[src/rtl/frame_ram_arbiter.sv]
// frame_ram_arbiter
// Shares one single-port synchronous frame RAM between three masters.
// Master 0 is acquisition, master 1 is process and master 2 is readout.
// Each master uses a req/gnt handshake. A grant is held until the owner
// drops its req and is never pre-empted. While granted, the owner's access
// is muxed onto the RAM port. Read data comes back one cycle later with a
// per-master valid strobe.
//
// Ports:
//   clk, rst          clock; asynchronous active-low reset
//   i_req / o_gnt     per-master request and registered one-hot grant
//   i_acc, i_we       per-master access strobe and write flag
//   i_addr, i_wdata   flat per-master buses, master k at slice k
//   o_rdata, o_rvalid read data (zero when idle) and per-master valid
//   o_ram_*           RAM port: enable, write enable, address, write data
//   i_ram_rdata       RAM read data, 1-cycle latency
//
// Build option: define FRAME_ARB_FIXED_PRIO_EN to replace round-robin with
// fixed priority (0 > 1 > 2). The default build uses round-robin.
module frame_ram_arbiter #(
  parameter int NB_ADC  = 12,
  parameter int NB_ADDR = 10
) (
  input  logic                 clk,
  input  logic                 rst,
  input  logic [2:0]           i_req,
  output logic [2:0]           o_gnt,
  input  logic [2:0]           i_acc,
  input  logic [2:0]           i_we,
  input  logic [3*NB_ADDR-1:0] i_addr,
  input  logic [3*NB_ADC-1:0]  i_wdata,
  output logic [NB_ADC-1:0]    o_rdata,
  output logic [2:0]           o_rvalid,
  output logic                 o_ram_en,
  output logic                 o_ram_we,
  output logic [NB_ADDR-1:0]   o_ram_addr,
  output logic [NB_ADC-1:0]    o_ram_wdata,
  input  logic [NB_ADC-1:0]    i_ram_rdata
);

  typedef enum logic {IDLE, GRANT} state_t;

  state_t     state;
  logic [1:0] owner;
  logic [1:0] winner;
  logic [2:0] gnt;
  logic [2:0] rvalid;
  logic       access;

`ifndef FRAME_ARB_FIXED_PRIO_EN
  logic [1:0] last;
  logic [1:0] cand1;
  logic [1:0] cand2;
`endif

  // Winner selection for the IDLE state.
  always_comb begin
`ifdef FRAME_ARB_FIXED_PRIO_EN
    if (i_req[0])      winner = 2'd0;
    else if (i_req[1]) winner = 2'd1;
    else               winner = 2'd2;
`else
    // Search last+1, last+2, then last itself (all mod 3).
    cand1  = (last == 2'd2) ? 2'd0 : last + 2'd1;
    cand2  = (cand1 == 2'd2) ? 2'd0 : cand1 + 2'd1;
    if (i_req[cand1])      winner = cand1;
    else if (i_req[cand2]) winner = cand2;
    else                   winner = last;
`endif
  end

  // The owner's own req gates its access, so a releasing owner's i_acc is ignored.
  always_comb begin
    access      = (state == GRANT) && i_req[owner] && i_acc[owner];
    o_ram_en    = 1'b0;
    o_ram_we    = 1'b0;
    o_ram_addr  = '0;
    o_ram_wdata = '0;
    if (access) begin
      o_ram_en    = 1'b1;
      o_ram_we    = i_we[owner];
      o_ram_addr  = i_addr[owner*NB_ADDR +: NB_ADDR];
      o_ram_wdata = i_wdata[owner*NB_ADC +: NB_ADC];
    end
  end

  assign o_gnt    = gnt;
  assign o_rvalid = rvalid;
  assign o_rdata  = (|rvalid) ? i_ram_rdata : '0;

  always_ff @(posedge clk or negedge rst) begin
    if (!rst) begin
      state  <= IDLE;
      owner  <= 2'd0;
      gnt    <= '0;
      rvalid <= '0;
`ifndef FRAME_ARB_FIXED_PRIO_EN
      last   <= 2'd2;
`endif
    end else begin
      // The read target is captured at issue. The strobe therefore still
      // reaches the previous owner if the grant is released at N+1.
      rvalid <= (access && !i_we[owner]) ? (3'b001 << owner) : 3'b000;
      case (state)
        IDLE: begin
          if (|i_req) begin
            owner <= winner;
            gnt   <= 3'b001 << winner;
            state <= GRANT;
          end
        end
        GRANT: begin
          if (!i_req[owner]) begin
            gnt   <= '0;
            state <= IDLE;
`ifndef FRAME_ARB_FIXED_PRIO_EN
            last  <= owner;
`endif
          end
        end
        default: state <= IDLE;
      endcase
    end
  end

endmodule

[config.mk]
export PLATFORM = sky130hd
export DESIGN_NAME = frame_ram_arbiter
export DESIGN_NICKNAME = d
export VERILOG_FILES = /design/src/rtl/frame_ram_arbiter.sv
export SDC_FILE = /design/constraint.sdc
export NUM_CORES = 1
export LEC_CHECK = 0
export ABC_AREA = 0
export CORE_ASPECT_RATIO = 1.75
export CORE_MARGIN = 5
export CORE_UTILIZATION = 28
export CTS_CLUSTER_DIAMETER = 50
export CTS_CLUSTER_SIZE = 25
export DETAILED_ROUTE_END_ITERATION = 6
export PLACE_DENSITY_LB_ADDON = 0.15
export RECOVER_POWER = 100
export SYNTH_ARGS = -nofsm -noshare
export SYNTH_HDL_FRONTEND = slang
export SYNTH_SLANG_ARGS = --single-unit
export TNS_END_PERCENT = 20
[constraint.sdc]
create_clock -name clk -period 1.6 [get_ports clk]
set_input_delay 0.16 -clock clk [delete_from_list [all_inputs] [get_ports clk]]
set_output_delay 0.16 -clock clk [all_outputs]
set_load 0.05 [all_outputs]
======== Yosys cells after proc, flatten, opt, wreduce, memory -nomap -nowiden ========
Index checks and enable logic that the tools add are counted.
storage, ports and cells
  bits in registers ....................... 11
  output and inout bits ................... 42
  word-level logic and storage cells ...... 57
cells by class
  add/sub/neg operators ................... 2
  multiply operators ...................... 2
  $lt $le $gt $ge ......................... 3
  eq/ne operators ......................... 4
  shift operators ......................... 4
  muxes and demuxes ....................... 26
  bitwise logic cells ..................... 2
  reduce and logical (&&, ||, !) cells .... 9
operators with widths
  cell                 count
  $shiftx 36x7->12     1
  $shiftx 30x7->10     1
  $mux 12              2
  $bmux 1 s2           5
  $mux 10              1
  $lt 2x3->1 const B   3
  $mux 1               9
  $mux 3               3
  $mux 2               4
  $pmux 3 s2           1
  $reduce_and 2->1     3
  $reduce_or 3->1      2
  $shl 1x2->3 const A  2
  $mul 2x3->5 const B  1
  $add 2x1->2 const B  2
  $eq 2x2->1 const B   2
  $mul 2x2->4 const B  1
  $ne 2x2->1 const B   2
  $logic_and 1x1->1    3
  $not 1->1            2
  $pmux 1 s2           1
  $logic_not 1->1      1

======== Longest topological paths before layout ========
  depth after elaboration ................. 11
  mapped depth ............................ 6

======== Worst setup path before layout ========
OpenSTA, ideal clock, no wires.
  path kind ............................... register -> output
  start point ............................. reg owner[1]
  end point ............................... out o_ram_addr[0]
  arrival ................................. 1.876 ns
  required time ........................... 1.440 ns
  slack ................................... -0.436 ns
  stages on the path, launching flop included .. 6
  path buffers ............................ 2
  cell sequence ........................... dfrtp_1 > buf_4 > nor2_1 > clkbuf_1 > a21oi_1 > nor2_1
on the way
  word-level cells in the longest chain between the ends .. 5
  elaborated cells on any way between the ends .. 9
RTL lines
  what                                                 RTL line  RTL
  start: declaration                                   44        logic [1:0] owner;
  start signal: assignment                             107       owner <= winner;
  branches (longest 4 deep; another with $mul 2x3->5)  n/a
  $mux 10 (*)                                          79        if (access) begin
  end: declaration                                     36        output logic [NB_ADDR-1:0] o_ram_addr,
Every way passes the cells marked *. The select of a mux whose other input is x is not followed.

======== Worst setup path in the final report ========
  start point ............................. reg owner[1]
  end point ............................... out o_ram_wdata[2]
on the way
  word-level cells in the longest chain between the ends .. 5
  elaborated cells on any way between the ends .. 9
RTL lines
  what                                                 RTL line  RTL
  branches (longest 4 deep; another with $mul 2x2->4)  n/a
  $mux 12 (*)                                          79
  end: declaration                                     37        output logic [NB_ADC-1:0] o_ram_wdata,
Marked as above.

==> out/metrics.yaml <==
cts_tree: "built"
outcome: "complete, but fails checks"
rsz0062_at_grt: "true"
netlist_area_um2: 1390
crit_type: "reg -> out"
fmax_mhz: 511
use_met1: 0.148
diodes: 0
gp_congestion: 0.818
root_buffer: "clkbuf_8"
hold_viol: 0
worst_pin_slew_ns: 0.648
synth.most_common_cell: "nor2_1"
ys_top_cells_by_area: "dfrtp_1 (18%), mux2i_1 (17%), nor2_4 (15%)"
setup_ws_ns: -0.357
h-tree-depth: 1
synth_area_per_cell_um2: 8.30
grt-ovfl-total: 0
grt_most_used_layer: "met2"
vias: 1748
violations: "negative setup slack"
drt_iter0_markers: 34
synth_seq_area_share: 0.199
power.total_mw: 4.79
numCtsBuffers: 3
use_met3: 0.0447
finalSetupViolations: 29
drt_pass1_iterations: 4
port_buffers: 130
synth_seq_cells: 11
grt_max_degree: 27
nNetsFinal: 403
peakVddDrop_uv: 1160
drc_errors: 0
synth_ff_type: "dfrtp_1"
ant_nets: 0
grt_usage: 0.162
synth_cell_type_count: 34
grt_pass1_wl_mm: 8.38
start_kind: "register"
final.min_clock_period_ns: 1.96
yosys.area.top_type: "dfrtp_1"
num_rows: 34
cp_max_fo: 7
ys_warn_count: 0
leakage_nw: 1.34
maxCapViolations: 0
clock_latency_ns: 0.24
fin_hold_ws_ns: 0.326
drv_slew: 0
synth_common_cells: "nor2_1 (31), a21oi_1 (24), mux2i_1 (23)"
slew_headroom: 0.570
start_util: 0.283
async_flop_share: 1.00
areaGrowthSynthToFinish_pct: 132
synth.net_count: 256
grt_pass1_vias: 1799
pin_count: 131
via_per_inst: 4.76
endpoint_kind: "primary output"
clock_sinks: 11
crit_arrival_ns: 1.80
drive_gt1_frac: 0.342
die_w_um: 63.2
dieArea_um2: 6510
die_h_um: 103
fin_skew_ns: 0.00236
dp_hpwl_mm: 4.66
fin_crit_sh: 1.22
hp-class: "in -> async"
synth_edf_count: 0
cts_max_path_buffers: 2
antenna_found_initial: 0
syn-instance-count: 167
core-area_um2: 4890
power_density_nw_per_um2: 1490
clkTransAtPathRegs_ns: 0.05
wirelength_mm: 5.49
synth_top_area_share: 0.181
critPathRequiredTime_ns: 1.44
met2_usage: 0.326
routedWlPerCell_um: 15.0
## final timing paths
check                                              to  slack (ns)  cells after the start            startpoint
worst max-delay path                   o_ram_wdata[2]       -0.36                      6  owner[1]$_DFFE_PN0P_
worst min-delay path             o_gnt[1]$_DFFE_PN0P_        0.33                      1                   rst
worst max register to register   o_gnt[1]$_DFFE_PN0P_       -0.10                      6  owner[1]$_DFFE_PN0P_
worst min register to register   o_gnt[0]$_DFFE_PN0P_        0.50                      1  o_gnt[0]$_DFFE_PN0P_
max in group asynchronous        owner[1]$_DFFE_PN0P_        0.90                      1                   rst
min in group clk                o_rvalid[0]$_DFF_PN0_        0.50                      2               i_we[0]
## metal layers
metal,vias up,wire (um)
met5,-,0
met4,0,109
met3,6,493
met2,76,3120
met1,802,1770
li1,864,-
## through the flow
step	setup TNS, ns	instance area (um^2)	setup WS [ns]	utilization	cells
floorplan	-3.02	1450	-0.119	-	167
global placement	-6.49	3120	-0.270	0.637	362
detailed placement	-6.95	3120	-0.285	0.637	362
CTS	-9.32	3190	-0.393	0.651	366
global route	-10.30	3220	-0.415	0.658	367
finish	-8.53	3220	-0.357	0.658	367
## kinds of logic after synthesis
kind of cell / count (synthesis) / share of synthesized area
mux: 26 / 0.193
buf+inv: 17 / 0.0812
simple gates: 75 / 0.361
compound gates: 38 / 0.165
flops: 11 / 0.199
## layout by cell type, fill, tap and decap left out, drive strengths merged, types with 2 or more instances in the layout
| cell | n |
|---|---|
| dlygate4sd3 | 2 |
| clkbuf | 14 |
| nand2b | 2 |
| dfrtp | 10 |
| nor4 | 2 |
| inv | 5 |
| a22o | 3 |
| o21ai | 5 |
| nor2 | 50 |
| clkdlybuf4s50 | 86 |
| buf | 56 |
| nor2b | 12 |
| mux2i | 23 |
| nand2 | 2 |
| nor3 | 2 |
| mux2 | 3 |
| a21oi | 24 |
## state kept, by name (all words and copies together) (netlist names)
signal / cells
o_gnt: 3
o_rvalid: 3
last: 2
owner: 2
state: 1
## worst max-delay path, cell delays in order (launching register included)
cell and delay (ns):
dfrtp_2 0.44, and4b_1 0.31, a31oi_4 0.05, a211o_4 0.32, clkbuf_16 0.19, nor2_4 0.10
buf_12 0.14
## report_power, final
group / switching [mW] / internal [mW] / total (mW) / leakage [nW]
Combinational: 2.22 / 1.79 / 4.01 / 1.18
Clock: 0.106 / 0.175 / 0.281 / 0.0228
Sequential: 0.102 / 0.395 / 0.497 / 0.139
## area by class of cell
type / instances / area (um^2)
inverter: 5 / 18.8
timing repair buffer: 154 / 1700
multi-input combinational: 139 / 1110
tap: 54 / 67.6
fill: 426 / 1680
sequential: 11 / 278
clock buffer: 4 / 45.0
## timing repair
item	CTS	global route
pin swaps	0	5
setup buffers	0	0
endpoints found under the setup margin	30	31
resized for setup	6	6
gates cloned	0	1
hold buffers	0	0
(Power assumes the default switching activity.)
